===== config.mk =====
export PLATFORM = sky130hd
export DESIGN_NAME = vga_pattern_sequencer
export DESIGN_NICKNAME = d
export VERILOG_FILES = /design/src/rtl/vga_pkg.sv /design/src/rtl/vga_bar_gen.sv /design/src/rtl/vga_pattern_sequencer.sv
export SDC_FILE = /design/constraint.sdc
export NUM_CORES = 1
export LEC_CHECK = 0
export ABC_AREA = 1
export CORE_UTILIZATION = 50
export CTS_BUF_LIST = sky130_fd_sc_hd__clkbuf_16
export CTS_CLUSTER_DIAMETER = 30
export DETAILED_ROUTE_END_ITERATION = 8
export PLACE_DENSITY = 0.87
export SYNTH_ARGS = -nofsm -noshare
export SYNTH_HDL_FRONTEND = slang
export SYNTH_HIERARCHICAL = 1
export SYNTH_SLANG_ARGS = --single-unit

===== constraint.sdc =====
create_clock -name clk_148Mhz -period 1.5 [get_ports clk_148Mhz]
set_input_delay 0.15 -clock clk_148Mhz [delete_from_list [all_inputs] [get_ports clk_148Mhz]]
set_output_delay 0.15 -clock clk_148Mhz [all_outputs]
set_load 0.02 [all_outputs]

===== src/rtl/vga_pkg.sv =====
// Shared types and constants for the VGA pattern sequencer: pattern encoding,
// rgb444 pixel type, 1080p timing figures and the colour-bar palette.
package vga_pkg;

  typedef enum logic [1:0] {
    PAT_SOLID    = 2'd0,
    PAT_BARS     = 2'd1,
    PAT_CHECKER  = 2'd2,
    PAT_GRADIENT = 2'd3
  } pattern_e;

  typedef logic [11:0] rgb444_t;

  localparam int unsigned H_ACTIVE_1080P = 1920;
  localparam int unsigned V_ACTIVE_1080P = 1080;
  localparam int unsigned H_TOTAL_1080P  = 2200;
  localparam int unsigned V_TOTAL_1080P  = 1125;

  // Left-to-right: white, yellow, cyan, green, magenta, red, blue, black
  localparam rgb444_t BAR_COLOURS [8] = '{
    12'hFFF, 12'hFF0, 12'h0FF, 12'h0F0,
    12'hF0F, 12'hF00, 12'h00F, 12'h000
  };

  function automatic pattern_e next_pattern(input pattern_e p);
    return pattern_e'(p + 2'd1);
  endfunction

endpackage


===== src/rtl/vga_bar_gen.sv =====
// Combinational colour-bar lookup: eight equal-width vertical bars across the
// active width; columns past the last bar stay on the final (black) bar.
module vga_bar_gen
  import vga_pkg::*;
#(
  parameter int H_ACTIVE = 1920,
  parameter int CNT_W    = 12
) (
  input  logic [CNT_W-1:0] i_h_count,
  output rgb444_t          o_rgb
);

  localparam int BAR_W = H_ACTIVE / 8;

  logic [CNT_W-1:0] w_idx_full;
  logic [2:0]       w_idx;

  always_comb begin
    w_idx_full = i_h_count / CNT_W'(BAR_W);
    w_idx      = (w_idx_full > CNT_W'(7)) ? 3'd7 : w_idx_full[2:0];
    o_rgb      = BAR_COLOURS[w_idx];
  end

endmodule


===== src/rtl/vga_pattern_sequencer.sv =====
// Frame-synchronous test-pattern scheduler and registered pixel generator.
// Optional white 1-pixel OSD border when VGA_OSD_BORDER_EN is defined.
module vga_pattern_sequencer
  import vga_pkg::*;
#(
  parameter int H_ACTIVE           = H_ACTIVE_1080P,
  parameter int V_ACTIVE           = V_ACTIVE_1080P,
  parameter int CNT_W              = 12,
  parameter int FRAMES_PER_PATTERN = 120
) (
  input  logic             clk_148Mhz,
  input  logic             reset,
  input  logic             video_on,
  input  logic [CNT_W-1:0] h_count_reg,
  input  logic [CNT_W-1:0] v_count_reg,
  input  logic [11:0]      sw,
  input  logic             btn_next,
  input  logic             auto_mode,
  output logic [3:0]       vgaRed,
  output logic [3:0]       vgaGreen,
  output logic [3:0]       vgaBlue,
  output logic [1:0]       pattern_id,
  output logic             frame_tick
);

  localparam int FC_W = (FRAMES_PER_PATTERN > 1) ? $clog2(FRAMES_PER_PATTERN) : 1;
  localparam logic [FC_W-1:0] FC_LAST = FC_W'(FRAMES_PER_PATTERN - 1);

  pattern_e        r_pattern;
  logic [FC_W-1:0] r_frame_cnt;
  logic            r_pending;
  rgb444_t         r_sw_shadow;
  logic            r_btn_prev;
  logic            r_frame_tick;
  rgb444_t         r_rgb;

  logic    w_boundary;
  logic    w_btn_edge;
  logic    w_auto_fire;
  logic    w_advance;
  rgb444_t w_bar_rgb;
  rgb444_t w_pixel;

  assign w_boundary  = (h_count_reg == '0) && (v_count_reg == CNT_W'(V_ACTIVE));
  assign w_btn_edge  = btn_next & ~r_btn_prev;
  assign w_auto_fire = auto_mode && (r_frame_cnt == FC_LAST);
  // An edge landing on the boundary cycle itself counts toward this boundary
  assign w_advance   = r_pending | w_btn_edge | w_auto_fire;

  vga_bar_gen #(
    .H_ACTIVE (H_ACTIVE),
    .CNT_W    (CNT_W)
  ) u_bar_gen (
    .i_h_count (h_count_reg),
    .o_rgb     (w_bar_rgb)
  );

  always_comb begin
    w_pixel = '0;
    unique case (r_pattern)
      PAT_SOLID:    w_pixel = r_sw_shadow;
      PAT_BARS:     w_pixel = w_bar_rgb;
      PAT_CHECKER:  w_pixel = (h_count_reg[6] ^ v_count_reg[6]) ? 12'hFFF : 12'h000;
      PAT_GRADIENT: w_pixel = {h_count_reg[10:7], v_count_reg[10:7], r_sw_shadow[3:0]};
      default:      w_pixel = '0;
    endcase
`ifdef VGA_OSD_BORDER_EN
    if ((h_count_reg == '0) || (h_count_reg == CNT_W'(H_ACTIVE - 1)) ||
        (v_count_reg == '0) || (v_count_reg == CNT_W'(V_ACTIVE - 1)))
      w_pixel = 12'hFFF;
`endif
  end

  always_ff @(posedge clk_148Mhz or negedge reset) begin
    if (!reset) begin
      r_pattern    <= PAT_SOLID;
      r_frame_cnt  <= '0;
      r_pending    <= 1'b0;
      r_sw_shadow  <= '0;
      r_btn_prev   <= 1'b0;
      r_frame_tick <= 1'b0;
      r_rgb        <= '0;
    end else begin
      r_btn_prev   <= btn_next;
      r_frame_tick <= w_boundary;
      r_rgb        <= video_on ? w_pixel : '0;
      // Configuration only changes here, at the start of vertical blanking
      if (w_boundary) begin
        r_sw_shadow <= sw;
        r_pending   <= 1'b0;
        if (w_advance)
          r_pattern <= next_pattern(r_pattern);
        if (w_advance || !auto_mode)
          r_frame_cnt <= '0;
        else
          r_frame_cnt <= r_frame_cnt + 1'b1;
      end else if (w_btn_edge) begin
        r_pending <= 1'b1;
      end
    end
  end

  assign vgaRed     = r_rgb[11:8];
  assign vgaGreen   = r_rgb[7:4];
  assign vgaBlue    = r_rgb[3:0];
  assign pattern_id = r_pattern;
  assign frame_tick = r_frame_tick;

endmodule


# Yosys cells after proc, flatten, opt, wreduce, memory -nomap -nowiden
# Memories as Yosys holds them, arrays and structs flattened.
# Index checks and enable logic that the tools add are counted.
# op_classes
n_mul	0
n_bitwise	6
reduce_logical	8
div_mod_pow	1
n_lt_le_gt_ge	2
n_mux	9
addsub	2
eq_ne	5
shifts	0
# op_table
cell	count
12-bit two-way mux	4
12-bit case mux with 4 select lines	1
12-bit by 8-bit divider with 12-bit output (second input constant)	1
12-bit by 11-bit == test with 1-bit output (second input constant)	1
12-bit by 3-bit greater-than comparator with 1-bit output (second input constant)	1
12-bit logical NOT	1
7-bit by 1-bit adder with 7-bit output (second input constant)	1
7-bit == test (second input constant)	1
7-bit two-way mux	1
2-bit == test (second input constant)	2
4-bit greater-or-equal comparator (second input constant)	1
3-bit inverter with 4-bit output	1
3-bit two-way mux	1
2-bit by 1-bit adder with 2-bit output (second input constant)	1
2-bit by 1-bit == test with 1-bit output (second input constant)	1
1-bit logical AND	2
2-bit logical NOT	1
1-bit two-way mux	2
1-bit bitwise OR	2
2-bit AND reduction	1
2-bit nonzero test	1
1-bit bitwise AND	1
1-bit logical NOT	1
1-bit logical OR	1
2 further kinds	2
# totals
ram_bits	0
mem_count	1
rom_bits	96
input_bits	41
latchBits	0
reg_bits	36
# mem_list
memory	words	width	read_ports	rd_ports_with_merged_regs	wr	line	rtl
(no name shown)	8	12	1	0	0	vga_bar_gen.sv:21	o_rgb = BAR_COLOURS[w_idx];

# Longest topological paths before layout
# Gate-level depths: netlist (run 1).
# logic_depth
depth_word	9
depth_mapped	21
depth_no_buf	20

# Modules after synthesis
# The synthesis (run 1) kept the hierarchy.
# modules_own_cells
module	n_inst	seq_area_each_um2	area_per_inst_um2	cells_each
vga_pattern_sequencer	1	900.9	1984.4	259
vga_bar_gen	1	0.0	479.2	89

# Worst setup path before layout (run 1)
# No wires, ideal clock.
# synth_timing
path_kind	input port to flip-flop
start	input h_count_reg[11]
end	register r_rgb[10]
n_path_buf	1
stages	15
arrival_time_ns	1.751
slack_ns	-0.333
path_cell_list	nand2_1 > nor2_4 > inv_2 > nand3_2 > nand3_2 > nor2_2 > nand2_2 > nand2_4 > nand2_2 > nand2_2 > inv_1 > a211oi_1 > buf_4 > nand2_1 > a31oi_1
# synth_between
elab_chain_len	9
# synth_rtl
element	line	rtl
from (decl)	vga_pattern_sequencer.sv:14	input logic [CNT_W-1:0] h_count_reg,
12-bit by 8-bit divider with 12-bit output (*)	vga_bar_gen.sv:19	w_idx_full = i_h_count / CNT_W'(BAR_W);
12-bit by 3-bit greater-than comparator with 1-bit output	vga_bar_gen.sv:20	w_idx = (w_idx_full > CNT_W'(7)) ? 3'd7 : w_idx_full[2:0];
3-bit two-way mux (*)	vga_bar_gen.sv:20	
3-bit inverter with 4-bit output (not written as such) (*)	vga_bar_gen.sv:21	
memory read 8 x 12 bit (*)	--	
12-bit two-way mux (not written as such) (*) (2 in series)	vga_bar_gen.sv:21	
via w_bar_rgb[10]	vga_pattern_sequencer.sv:41	rgb444_t w_bar_rgb;
12-bit case mux with 4 select lines (*)	vga_pattern_sequencer.sv:60	unique case (r_pattern)
12-bit two-way mux (*)	vga_pattern_sequencer.sv:86	r_rgb <= video_on ? w_pixel : '0;
to (signal assigned)	vga_pattern_sequencer.sv:86	
to (decl)	vga_pattern_sequencer.sv:35	rgb444_t r_rgb;
# Mark *: on every way through the listed nets, which the timed path passes. The rest lies on a longest branch. The select of a mux whose other input is x is not followed.
# A chain may end at the register's enable or synchronous reset.

# Worst setup path in the final report (run 1)
# layout_timing
start	input h_count_reg[11]
end	register r_rgb[1]
# layout_between
elab_chain_len	9
# layout_rtl
element	line
12-bit by 8-bit divider with 12-bit output (*)	vga_bar_gen.sv:19
12-bit by 3-bit greater-than comparator with 1-bit output	vga_bar_gen.sv:20
3-bit two-way mux (*)	vga_bar_gen.sv:20
3-bit inverter with 4-bit output (not written as such) (*)	vga_bar_gen.sv:21
memory read 8 x 12 bit (*)	--
12-bit two-way mux (not written as such) (*) (2 in series)	vga_bar_gen.sv:21
12-bit case mux with 4 select lines (*)	vga_pattern_sequencer.sv:60
12-bit two-way mux (*)	vga_pattern_sequencer.sv:86
# Every way passes the cells marked *; elsewhere a longest branch is shown, timed or not. The select of a mux whose other input is x is not followed.

==> results of run 1 <==
## registers in the layout, indices dropped and copies added (netlist names)
signal,flops
r_pending,1
frame_tick,1
r_frame_cnt,7
r_btn_prev,1
r_sw_shadow,12
pattern_id,2
r_rgb,12
## layer usage
layer	part of all wire, %	vias to the layer above	track usage (%)
met4	4.2	0	13.3
met5	0	-	0
met3	7.8	33	4.72
met1	38	1243	34.0
met2	50	173	46.8
li1	-	1263	-
## what timing repair did
action                                  in CTS  in global routing
endpoints found under the setup margin      15                 21
pin swaps                                   35                 38
gates resized for setup                     59                 29
cloned                                       0                  0
setup buffers                                7                  8
## power by group through the flow
| stage | registers [mW] | clock network (mW) | logic (mW) |
|---|---|---|---|
| 2_1_floorplan | 0.991 | 0 | 0.208 |
| 3_3_place_gp | 0.991 | 0 | 0.409 |
| 3_5_place_dp | 0.991 | 0 | 0.417 |
| 4_1_cts | 0.974 | 0.963 | 0.483 |
| 5_1_grt | 0.973 | 1.01 | 0.591 |
| 6_report | 0.974 | 0.960 | 0.555 |
## kinds of logic (layout without fill, tap and decap cells)
group | after synthesis | after routing | share of synthesized area (%)
buf+inv | 58 | 147 | 10.9
fa+ha+maj | 5 | 5 | 2.54
simple gates | 204 | 204 | 38.8
compound gates | 40 | 40 | 9.45
xor+xnor | 5 | 5 | 1.78
flops | 36 | 36 | 36.6
## final timing paths
| kind | end | depth (start not counted) |
|---|---|---|
| max | r_rgb[1]$_DFF_PN0_ | 19 |
| min | r_rgb[3]$_DFF_PN0_ | 2 |
| max reg2reg | r_rgb[4]$_DFF_PN0_ | 5 |
| min reg2reg | r_sw_shadow[5]$_DFFE_PN0P_ | 2 |
| max in group asynchronous | r_frame_cnt[6]$_DFFE_PN0P_ | 2 |
| min in group clk_148Mhz | r_btn_prev$_DFF_PN0_ | 1 |
## area by class of cell
type                            count  area, µm²  share of cell area (%)
Sequential cell                    36        901                    24.2
Timing Repair Buffer               97        932                    25.0
Tap cell                           67       83.8                    2.25
Inverter                           42        160                    4.30
Clock inverter                      3       11.3                   0.302
Clock buffer                        5        125                    3.36
Multi-Input combinational cell    254       1510                    40.6
## synth_stat cells
cell / number
o21ai_0: 13
inv_1: 40
nand2_1: 118
nor2_2: 12
xor2_1: 5
a21oi_1: 14
or2_1: 1
nor2_4: 6
nand3_1: 25
o21ai_2: 1
o21bai_1: 2
buf_2: 1
inv_2: 2
buf_6: 2
a211oi_1: 1
ha_1: 5
nand2_2: 8
nand4_2: 1
nand2_4: 2
nand3b_1: 4
clkbuf_1: 4
buf_4: 9
nor2_1: 21
a21oi_4: 1
nand4_1: 4
dfrtp_1: 36
nand3_2: 2
a31oi_1: 8
## through the flow
stage	utilization [%]	TNS, ps
after floorplan	-	-1590
after global placement	68.9	-14870
after detailed placement	68.9	-16080
after CTS	75.7	-1880
after global routing	78.8	-3560
final	78.8	-2630
==> flow_summary.json, run 1 <==
{
  "violations": "setup timing",
  "r2r_slack_ps": 30,
  "yosysUniqueCellTypes": 28,
  "ioPinCount": 56,
  "grt_overflow": 0,
  "cellPowerDensity_nw_per_um2": 668,
  "placed_cell_area_um2": 3250,
  "grt_pass1_vias": 2501,
  "yosysTopAreaCellShare_pct": 36.6,
  "antenna_found_initial": 0,
  "worstSetupEndpointType": "register",
  "worstPathRequired_ps": 1700,
  "start_util_pct": 52.2,
  "vias": 2712,
  "maxSlewViolCount": 0,
  "p_leak_nw": 1.92,
  "die_w_um": 72.2,
  "post-place-ws_ps": -1030,
  "synth_area_per_cell_um2": 7.08,
  "p_clk_share_pct": 38.6,
  "route.detailed.drc": 0,
  "first_pass_iters": 7,
  "dieArea_um2": 5210,
  "crit_top_cell": "nand2_1",
  "path_buf_inv": 4,
  "final_cell_count_no_fill": 504,
  "crit_chain": "buf_12 -> inv_1 -> o21ai_4 -> nand3_4 -> nand3_4 -> nor2_4 -> nand2_4 -> buf_6 -> nand3_2 -> nand3b_1 -> nand2_1 -> nand2_1 -> nor2_1 -> nand2_1 -> inv_2 -> nand2_1 -> nand2_1 -> nand2_1 -> a21oi_2",
  "critPathSlowestCell": "nor2_4",
  "crit_type": "in2reg",
  "syn_inst": 348,
  "crit_path_max_incr_delay_ps": 160,
  "fin_crit_ps": 1850,
  "final_antenna_net_count": 0,
  "status": "complete, but fails checks",
  "path_max_fanout": 4,
  "arrival_ps": 2050,
  "htree_levels": 2,
  "drive_gt1_share_pct": 26.8,
  "p_sw_mw": 0.651,
  "synth_largest_area_cell": "dfrtp_1",
  "io_buffers": 55,
  "die_y_um": 72.2,
  "syn2layout_area_growth_pct": 51.1,
  "layout.nets": 482,
  "pwr-share-seq_pct": 39.1,
  "final_cell_mix": "nand2_1, clkdlybuf4s50_1, inv_1",
  "cts.sinks": 36,
  "grt_pass1_wl_um": 11200,
  "hold_violations": 0,
  "grt_max_degree": 37,
  "root_buffer": "clkbuf_16",
  "startpoint": "h_count_reg[11]",
  "p_int_mw": 1.84,
  "crit_family": "simple AND/OR/NAND/NOR gates",
  "max_freq_ghz": 0.540,
  "cts_tree": "built",
  "viasPerCell": 5.38,
  "final_area_um2": 3720,
  "core_area_um2": 4720,
  "hold_path_class": "in2async",
  "gr-usage-all-layers_pct": 27.6,
  "holdBufCountCts": 0,
  "finalClockSkew_ps": 3.82,
  "cts_buffer_depth": 2,
  "synthTopCellsByArea": "dfrtp_1, nand2_1, inv_1",
  "syn_area_um2": 2460,
  "dp.cells": 483,
  "cts_buffers": 5,
  "gp_congestion": 0.884,
  "clk_latency_ps": 280,
  "num-fill-cells": 264,
  "period_share_pct": 123,
  "synth-seq-area-share_pct": 36.6,
  "rows": 25,
  "synth-seq-cells": 36,
  "worstMarginPinSlew_ps": 448,
  "n_antenna_cell": 0,
  "crit-reg2reg-launch": "pattern_id[0]$_DFFE_PN0P_",
  "drt-total-wl_um": 7290,
  "worst_setup_path_start_kind": "input pin",
  "yosysWarnings": 6,
  "synth_nets": 394,
  "rsz0062_at_grt": "yes",
  "drtIter0Drc": 320,
  "ir_drop_uv": 765,
  "wire_per_inst_um": 14.5,
  "total_power_mw": 2.49,
  "sw_frac_of_total_pct": 26.2,
  "combinationalPowerShare_pct": 22.3,
  "setup_violations": 10,
  "dp.final_hpwl_um": 4470,
  "mostFrequentLayoutCell": "nand2_1",
  "relSlewSlack_pct": 70.1,
  "fin_ws_ps": -350,
  "drv_cap": 0,
  "clk_pin_slew_ps": 50,
  "whs_ps": 285
}
No activity file was read; power rests on OpenSTA's default activity.
==> inputs of run 2 (changes only) <==
--- a/config.mk
+++ b/config.mk
@@ -6,11 +6,12 @@
 export NUM_CORES = 1
 export LEC_CHECK = 0
 export ABC_AREA = 1
-export CORE_UTILIZATION = 50
+export CORE_UTILIZATION = 46
 export CTS_BUF_LIST = sky130_fd_sc_hd__clkbuf_16
 export CTS_CLUSTER_DIAMETER = 30
 export DETAILED_ROUTE_END_ITERATION = 8
-export PLACE_DENSITY = 0.87
+export PLACE_DENSITY = 0.84
+export RECOVER_POWER = 25
 export SYNTH_ARGS = -nofsm -noshare
 export SYNTH_HDL_FRONTEND = slang
 export SYNTH_HIERARCHICAL = 1
==> constraint.sdc (replaced) <==
create_clock -name clk_148Mhz -period 1.7 [get_ports clk_148Mhz]
set_input_delay 0.17 -clock clk_148Mhz [delete_from_list [all_inputs] [get_ports clk_148Mhz]]
set_output_delay 0.17 -clock clk_148Mhz [all_outputs]
set_load 0.02 [all_outputs]
==> run 2 against run 1 <==
The flow still finishes with violations (setup timing). Clock power down 12%. Setup slack better by 170 ps. Total power is 12% lower. First-iteration DRC count is 3.8% lower. Register-to-register slack improved by 130 ps. Via count down 2.7%. Die area up 8.4%. Wire length grew 0.66%. Sequential cell count stayed put.
==> flow_summary.json, run 2 (same netlist as run 1, synthesis figures left out) <==
{
  "status": "complete, but fails checks",
  "violations": "setup timing",
  "p_int_mw": 1.61,
  "final_cell_mix": "nand2_1, clkdlybuf4s50_1, inv_1, dfrtp_1, buf_4",
  "root_buffer": "clkbuf_16",
  "drive_gt1_share_pct": 25.2,
  "gr-usage-all-layers_pct": 26.5,
  "vias": 2638,
  "wire_per_inst_um": 14.6,
  "antenna_found_initial": 0,
  "syn2layout_area_growth_pct": 47.8,
  "whs_ps": 388,
  "max_freq_ghz": 0.531,
  "rr_worst_depth": 8,
  "ir_drop_uv": 702,
  "min_path_cells": 4,
  "cts.sinks": 36,
  "n_antenna_cell": 0,
  "final_cell_count_no_fill": 502,
  "layout.nets": 478,
  "num-fill-cells": 377,
  "cts_tree": "built",
  "holdBufCountCts": 0,
  "worstMarginPinSlew_ps": 882,
  "core_area_um2": 5140,
  "crit_type": "in2reg",
  "combinationalPowerShare_pct": 21.8,
  "grt_pass1_wl_um": 11200,
  "period_share_pct": 111,
  "rsz0062_at_grt": "yes",
  "route.detailed.drc": 0,
  "mostFrequentLayoutCell": "nand2_1",
  "die_y_um": 75.2,
  "p_sw_mw": 0.574,
  "cellPowerDensity_nw_per_um2": 599,
  "io_buffers": 55,
  "finalClockSkew_ps": 2.66,
  "start_util_pct": 47.9,
  "grt_pass1_vias": 2521,
  "pwr-share-seq_pct": 39.4,
  "fin_ws_ps": -183,
  "worstPathRequired_ps": 1870,
  "dp.final_hpwl_um": 4840,
  "post-place-ws_ps": -897,
  "arrival_ps": 2050,
  "holdPathEnd": "r_rgb[9]$_DFF_PN0_",
  "dieArea_um2": 5650,
  "p_leak_nw": 1.86,
  "final_antenna_net_count": 0,
  "htree_levels": 2,
  "ioPinCount": 56,
  "worstSetupEndpointType": "register",
  "drtIter0Drc": 308,
  "drv_cap": 0,
  "clk_pin_slew_ps": 50,
  "hp-start": "h_count_reg[8]",
  "first_pass_iters": 7,
  "hold_violations": 0,
  "path_max_fanout": 5,
  "maxSlewViolCount": 0,
  "rows": 26,
  "worst_setup_path_start_kind": "input pin",
  "setup_violations": 7,
  "cts_buffers": 5,
  "cts_buffer_depth": 2,
  "clk_latency_ps": 280,
  "fin_crit_ps": 1880,
  "multi_input_area_um2": 1480,
  "grt_overflow": 0,
  "die_w_um": 75.2,
  "grt_max_degree": 37,
  "reg_top3": "r_rgb x12, r_sw_shadow x12, r_frame_cnt x7",
  "gp_congestion": 0.885,
  "seqCellArea_um2": 901,
  "sw_frac_of_total_pct": 26.3,
  "dp.cells": 485,
  "relSlewSlack_pct": 41.2,
  "drt-total-wl_um": 7340,
  "crit-reg2reg-launch": "r_frame_cnt[0]$_DFFE_PN0P_",
  "r2r_slack_ps": 160,
  "viasPerCell": 5.25,
  "p_clk_share_pct": 38.8,
  "r2r-end": "r_frame_cnt[0]$_DFFE_PN0P_",
  "hold_path_class": "in2reg"
}
==> run 2: area by class of cell <==
type,count,area share [%]
clock inverter,2,0.206
timing repair buffer,93,24.1
sequential,36,24.7
inverter,42,4.54
clock buffer,5,3.44
tap,70,2.41
multi-input combinational,254,40.6
==> run 2: power groups by stage <==
stage	Clock, mW	Combinational, mW	Sequential, mW
finish	0.846	0.475	0.860
global route	0.889	0.508	0.859
detailed placement	0	0.377	0.874
CTS	0.857	0.412	0.859
floorplan	0	0.183	0.874
global placement	0	0.368	0.874
==> run 2: layer usage <==
layer,up-vias,track usage [%],routed length (µm)
met1,1235,31.8,2970
met4,0,8.02,181
met5,-,0,0
li1,1252,-,-
met3,27,7.10,455
met2,124,46.4,3740
==> run 2: timing repair <==
action	in CTS	in global routing
pin swaps	27	28
resized for setup	45	33
endpoints found under the setup margin	12	8
setup buffers	7	4
==> run 2: critical path, stage by stage <==
cell and delay, ps:
buf_12 110, nand2_8 50, nor2_4 140, inv_4 70, buf_4 140, nand4_1 150
nand2_2 120, inv_1 60, nand4_1 90, nand2_2 150, nand2_1 90, a21oi_1 170
nand3_1 110, nand2_1 100, inv_2 60, nand2_1 60, nand2_1 70, nand2_2 80
a21oi_2 50
==> run 2: worst max-delay path by stage <==
stage                         start                 end  slack (ps)  cells past startpoint
CTS                 h_count_reg[10]  r_rgb[0]$_DFF_PN0_         -80                     22
detailed placement  h_count_reg[11]  r_rgb[1]$_DFF_PN0_        -900                     21
global placement     h_count_reg[9]  r_rgb[1]$_DFF_PN0_        -780                     18
floorplan           h_count_reg[11]  r_rgb[2]$_DFF_PN0_         -60                     20
global route        h_count_reg[10]  r_rgb[2]$_DFF_PN0_        -340                     20
finish              h_count_reg[10]  r_rgb[0]$_DFF_PN0_        -180                     19
==> run 2: per-stage QoR <==
step | setup TNS (ps) | total power [mW] | util, % | cell area, µm²
5_1_grt | -1760 | 2.26 | 70.8 | 3640
6_report | -797 | 2.18 | 70.8 | 3640
4_1_cts | -289 | 2.13 | 68.3 | 3510
3_5_place_dp | -10800 | 1.25 | 63.2 | 3250
3_3_place_gp | -9250 | 1.24 | 63.2 | 3250
2_1_floorplan | -278 | 1.06 | - | 2500
==> inputs of run 3 (changes only) <==
--- a/config.mk
+++ b/config.mk
@@ -6,13 +6,12 @@
 export NUM_CORES = 1
 export LEC_CHECK = 0
 export ABC_AREA = 1
-export CORE_UTILIZATION = 46
+export CORE_UTILIZATION = 44
 export CTS_BUF_LIST = sky130_fd_sc_hd__clkbuf_16
 export CTS_CLUSTER_DIAMETER = 30
 export DETAILED_ROUTE_END_ITERATION = 8
-export PLACE_DENSITY = 0.84
+export PLACE_DENSITY = 0.83
 export RECOVER_POWER = 25
 export SYNTH_ARGS = -nofsm -noshare
 export SYNTH_HDL_FRONTEND = slang
-export SYNTH_HIERARCHICAL = 1
 export SYNTH_SLANG_ARGS = --single-unit
==> run 3 against run 2 <==
The run ends with DRC, setup timing left. Clock power up 3.8%. Clock-buffer cell count unchanged. Wire length down 3.6%. Sequential cell count unchanged. Via count down 8.3%. Hold slack worse by 190 ps. Critical path depth down 9. Synthesized cell count down 21%. Critical path type unchanged.
==> flow_summary.json, run 3 <==
{
  "root_buffer": "clkbuf_16",
  "cts_buffers": 5,
  "whs_ps": 202,
  "path_max_fanout": 3,
  "syn2layout_area_growth_pct": 62.9,
  "final_cell_mix": "nand2_1, buf_4, clkdlybuf4s50_1",
  "async_flop_share_pct": 100,
  "worstSetupEndpointType": "register",
  "dp.final_hpwl_um": 4440,
  "synth_area_per_cell_um2": 7.71,
  "p_int_mw": 1.63,
  "core_area_um2": 4470,
  "wl_met1_um": 2820,
  "drtIter0Drc": 302,
  "p_leak_nw": 1.73,
  "max_freq_ghz": 0.586,
  "yosysUniqueCellTypes": 32,
  "gr-usage-all-layers_pct": 26.6,
  "syn_inst": 274,
  "grt_max_degree": 37,
  "cellPowerDensity_nw_per_um2": 652,
  "synth_top_family_by_area": "simple AND/OR/NAND/NOR gates",
  "hp-start": "v_count_reg[9]",
  "synth_nets": 320,
  "post-place-ws_ps": -624,
  "synthTopCellsByArea": "dfrtp_1, nand2_1, a21oi_1",
  "die_w_um": 71.3,
  "dr_wl_met3_um": 467,
  "ioPinCount": 56,
  "finalClockSkew_ps": 4.26,
  "maxSlewViolCount": 0,
  "gp_congestion": 1.09,
  "crit_type": "in2reg",
  "cts_buffer_depth": 2,
  "start_util_pct": 47.2,
  "die_y_um": 71.3,
  "worstMarginPinSlew_ps": 871,
  "fin_crit_ps": 1710,
  "dieArea_um2": 5080,
  "final_cell_count_no_fill": 431,
  "met2_length_um": 3570,
  "synth_top_flop_cell": "dfrtp_1",
  "rows": 24,
  "cts_tree": "built",
  "htree_levels": 2,
  "grt_overflow": 0,
  "reg_top3": "r_rgb x12, r_sw_shadow x12, r_frame_cnt x7",
  "fin_ws_ps": -5.13,
  "crit_chain": "clkdlybuf4s50_1 -> inv_1 -> nand4_1 -> nor4_4 -> nand3_2 -> inv_2 -> nand4_1 -> buf_4 -> buf_4 -> a21oi_2",
  "drive_gt1_share_pct": 34.3,
  "synth.area.mux_share_pct": 0.533,
  "synth-seq-area-share_pct": 42.7,
  "relSlewSlack_pct": 42.0,
  "mostFrequentLayoutCell": "nand2_1",
  "n_antenna_cell": 0,
  "vias": 2420,
  "drv_cap": 0,
  "worstPathRequired_ps": 1900,
  "clk_latency_ps": 280,
  "layout.nets": 424,
  "holdBufCountCts": 0,
  "pwr-share-seq_pct": 39.3,
  "clk_pin_slew_ps": 60,
  "synthSimpleGateAreaFrac_pct": 32.5,
  "crit_end": "r_frame_cnt[3]$_DFFE_PN0P_",
  "total_power_mw": 2.24,
  "sw_frac_of_total_pct": 27.2,
  "synth_edf_count": 0,
  "drt-total-wl_um": 7080,
  "hold_path_class": "in2reg",
  "synth-xor-area-share_pct": 0.415,
  "yosysTopAreaCellShare_pct": 42.7,
  "route.detailed.drc": 3,
  "r2r_slack_ps": 40,
  "synthAdderAreaFrac_pct": 2.96,
  "wire_per_inst_um": 16.4,
  "yosysWarnings": 0,
  "crit_path_max_incr_delay_ps": 430,
  "p_sw_mw": 0.610,
  "p_clk_share_pct": 39.2,
  "synth_largest_area_cell": "dfrtp_1",
  "cts.sinks": 36,
  "period_share_pct": 100,
  "ir_drop_uv": 504,
  "dp.cells": 413,
  "startpoint": "h_count_reg[3]",
  "highest_layer": "met4",
  "status": "complete, but fails checks",
  "r2r-end": "r_frame_cnt[3]$_DFFE_PN0P_",
  "synth-seq-cells": 36,
  "final_area_um2": 3440,
  "violations": "DRC, setup timing",
  "crit-reg2reg-launch": "r_frame_cnt[1]$_DFFE_PN0P_",
  "first_pass_iters": 8,
  "hold_violations": 0,
  "grt_pass1_vias": 2244,
  "worst_setup_path_start_kind": "input pin",
  "combinationalPowerShare_pct": 21.6,
  "syn_area_um2": 2110,
  "rr_worst_depth": 11,
  "final_antenna_net_count": 0,
  "placed_cell_area_um2": 2990,
  "critPathSlowestCell": "clkdlybuf4s50_1",
  "synth_most_common_cell": "nand2_1",
  "grt_pass1_wl_um": 10400,
  "synth-compound-area-share_pct": 14.0,
  "setup_violations": 1,
  "arrival_ps": 1910,
  "viasPerCell": 5.61,
  "io_buffers": 55,
  "antenna_found_initial": 0,
  "synth_common_cells": "nand2_1, dfrtp_1, inv_1, a21oi_1, nand3_1"
}
-- run 3: cell types whose count changed after synthesis, sizes merged, moves of 8 or more --
cell / previous run / this run
nand2: 128 / 87
buf: 12 / 2
nand3: 27 / 17
nor2: 39 / 16
inv: 42 / 30
a31oi: 8 / 0
a21oi: 15 / 30
-- run 3: worst min path at each step --
stage,cells after the start,slack [ps],endpoint
floorplan,0,-130,frame_tick$_DFF_PN0_
global placement,1,450,r_frame_cnt[6]$_DFFE_PN0P_
detailed placement,1,460,r_frame_cnt[6]$_DFFE_PN0P_
CTS,2,320,r_frame_cnt[3]$_DFFE_PN0P_
global route,3,220,r_rgb[7]$_DFF_PN0_
finish,3,200,r_rgb[6]$_DFF_PN0_
-- run 3: layout make-up --
class	instances	area, µm²
clock buffers	5	125
well taps	52	65.1
flip-flops and latches	36	901
inverters	32	125
fillers	265	1030
multi-input cells	200	1290
clock inverters	3	15.0
repair buffers	103	922
-- run 3: critical path, delay by kind of cell --
| family | cells | cell delay (ps) |
|---|---|---|
| compound gates | 1 | 170 |
| buf+inv | 5 | 940 |
| simple gates | 4 | 640 |
-- run 3: cells by family after synthesis --
kind of cell / count (synthesis)
flops: 36
compound gates: 50
fa+ha+maj: 5
mux: 1
simple gates: 143
buf+inv: 38
xor+xnor: 1
-- run 3: layer usage --
metal | up-vias | global-route usage, %
met4 | 0 | 10.0
met5 | - | 0
met3 | 31 | 4.92
met2 | 139 | 43.7
met1 | 1143 | 35.3
li1 | 1107 | -
-- run 3: repair_timing --
item | CTS | global route
pin swaps | 21 | 27
gates resized for setup | 32 | 58
buffers inserted | 5 | 5
endpoints found under the setup margin | 17 | 30
-- run 3: power groups by stage --
stage               clock network, mW  registers [mW]  logic, mW
finish                          0.878           0.881      0.484
global placement                    0           0.895      0.412
detailed placement                  0           0.896      0.417
global route                    0.927           0.881      0.515
CTS                             0.874           0.881      0.440
floorplan                           0           0.919      0.148
-- run 3: stage by stage --
stage / utilization (%) / setup TNS, ps
floorplan: - / 0
global placement: 66.8 / -9430
detailed placement: 66.8 / -10710
CTS: 72.7 / 0
global route: 76.9 / -365
finish: 76.9 / -5.13
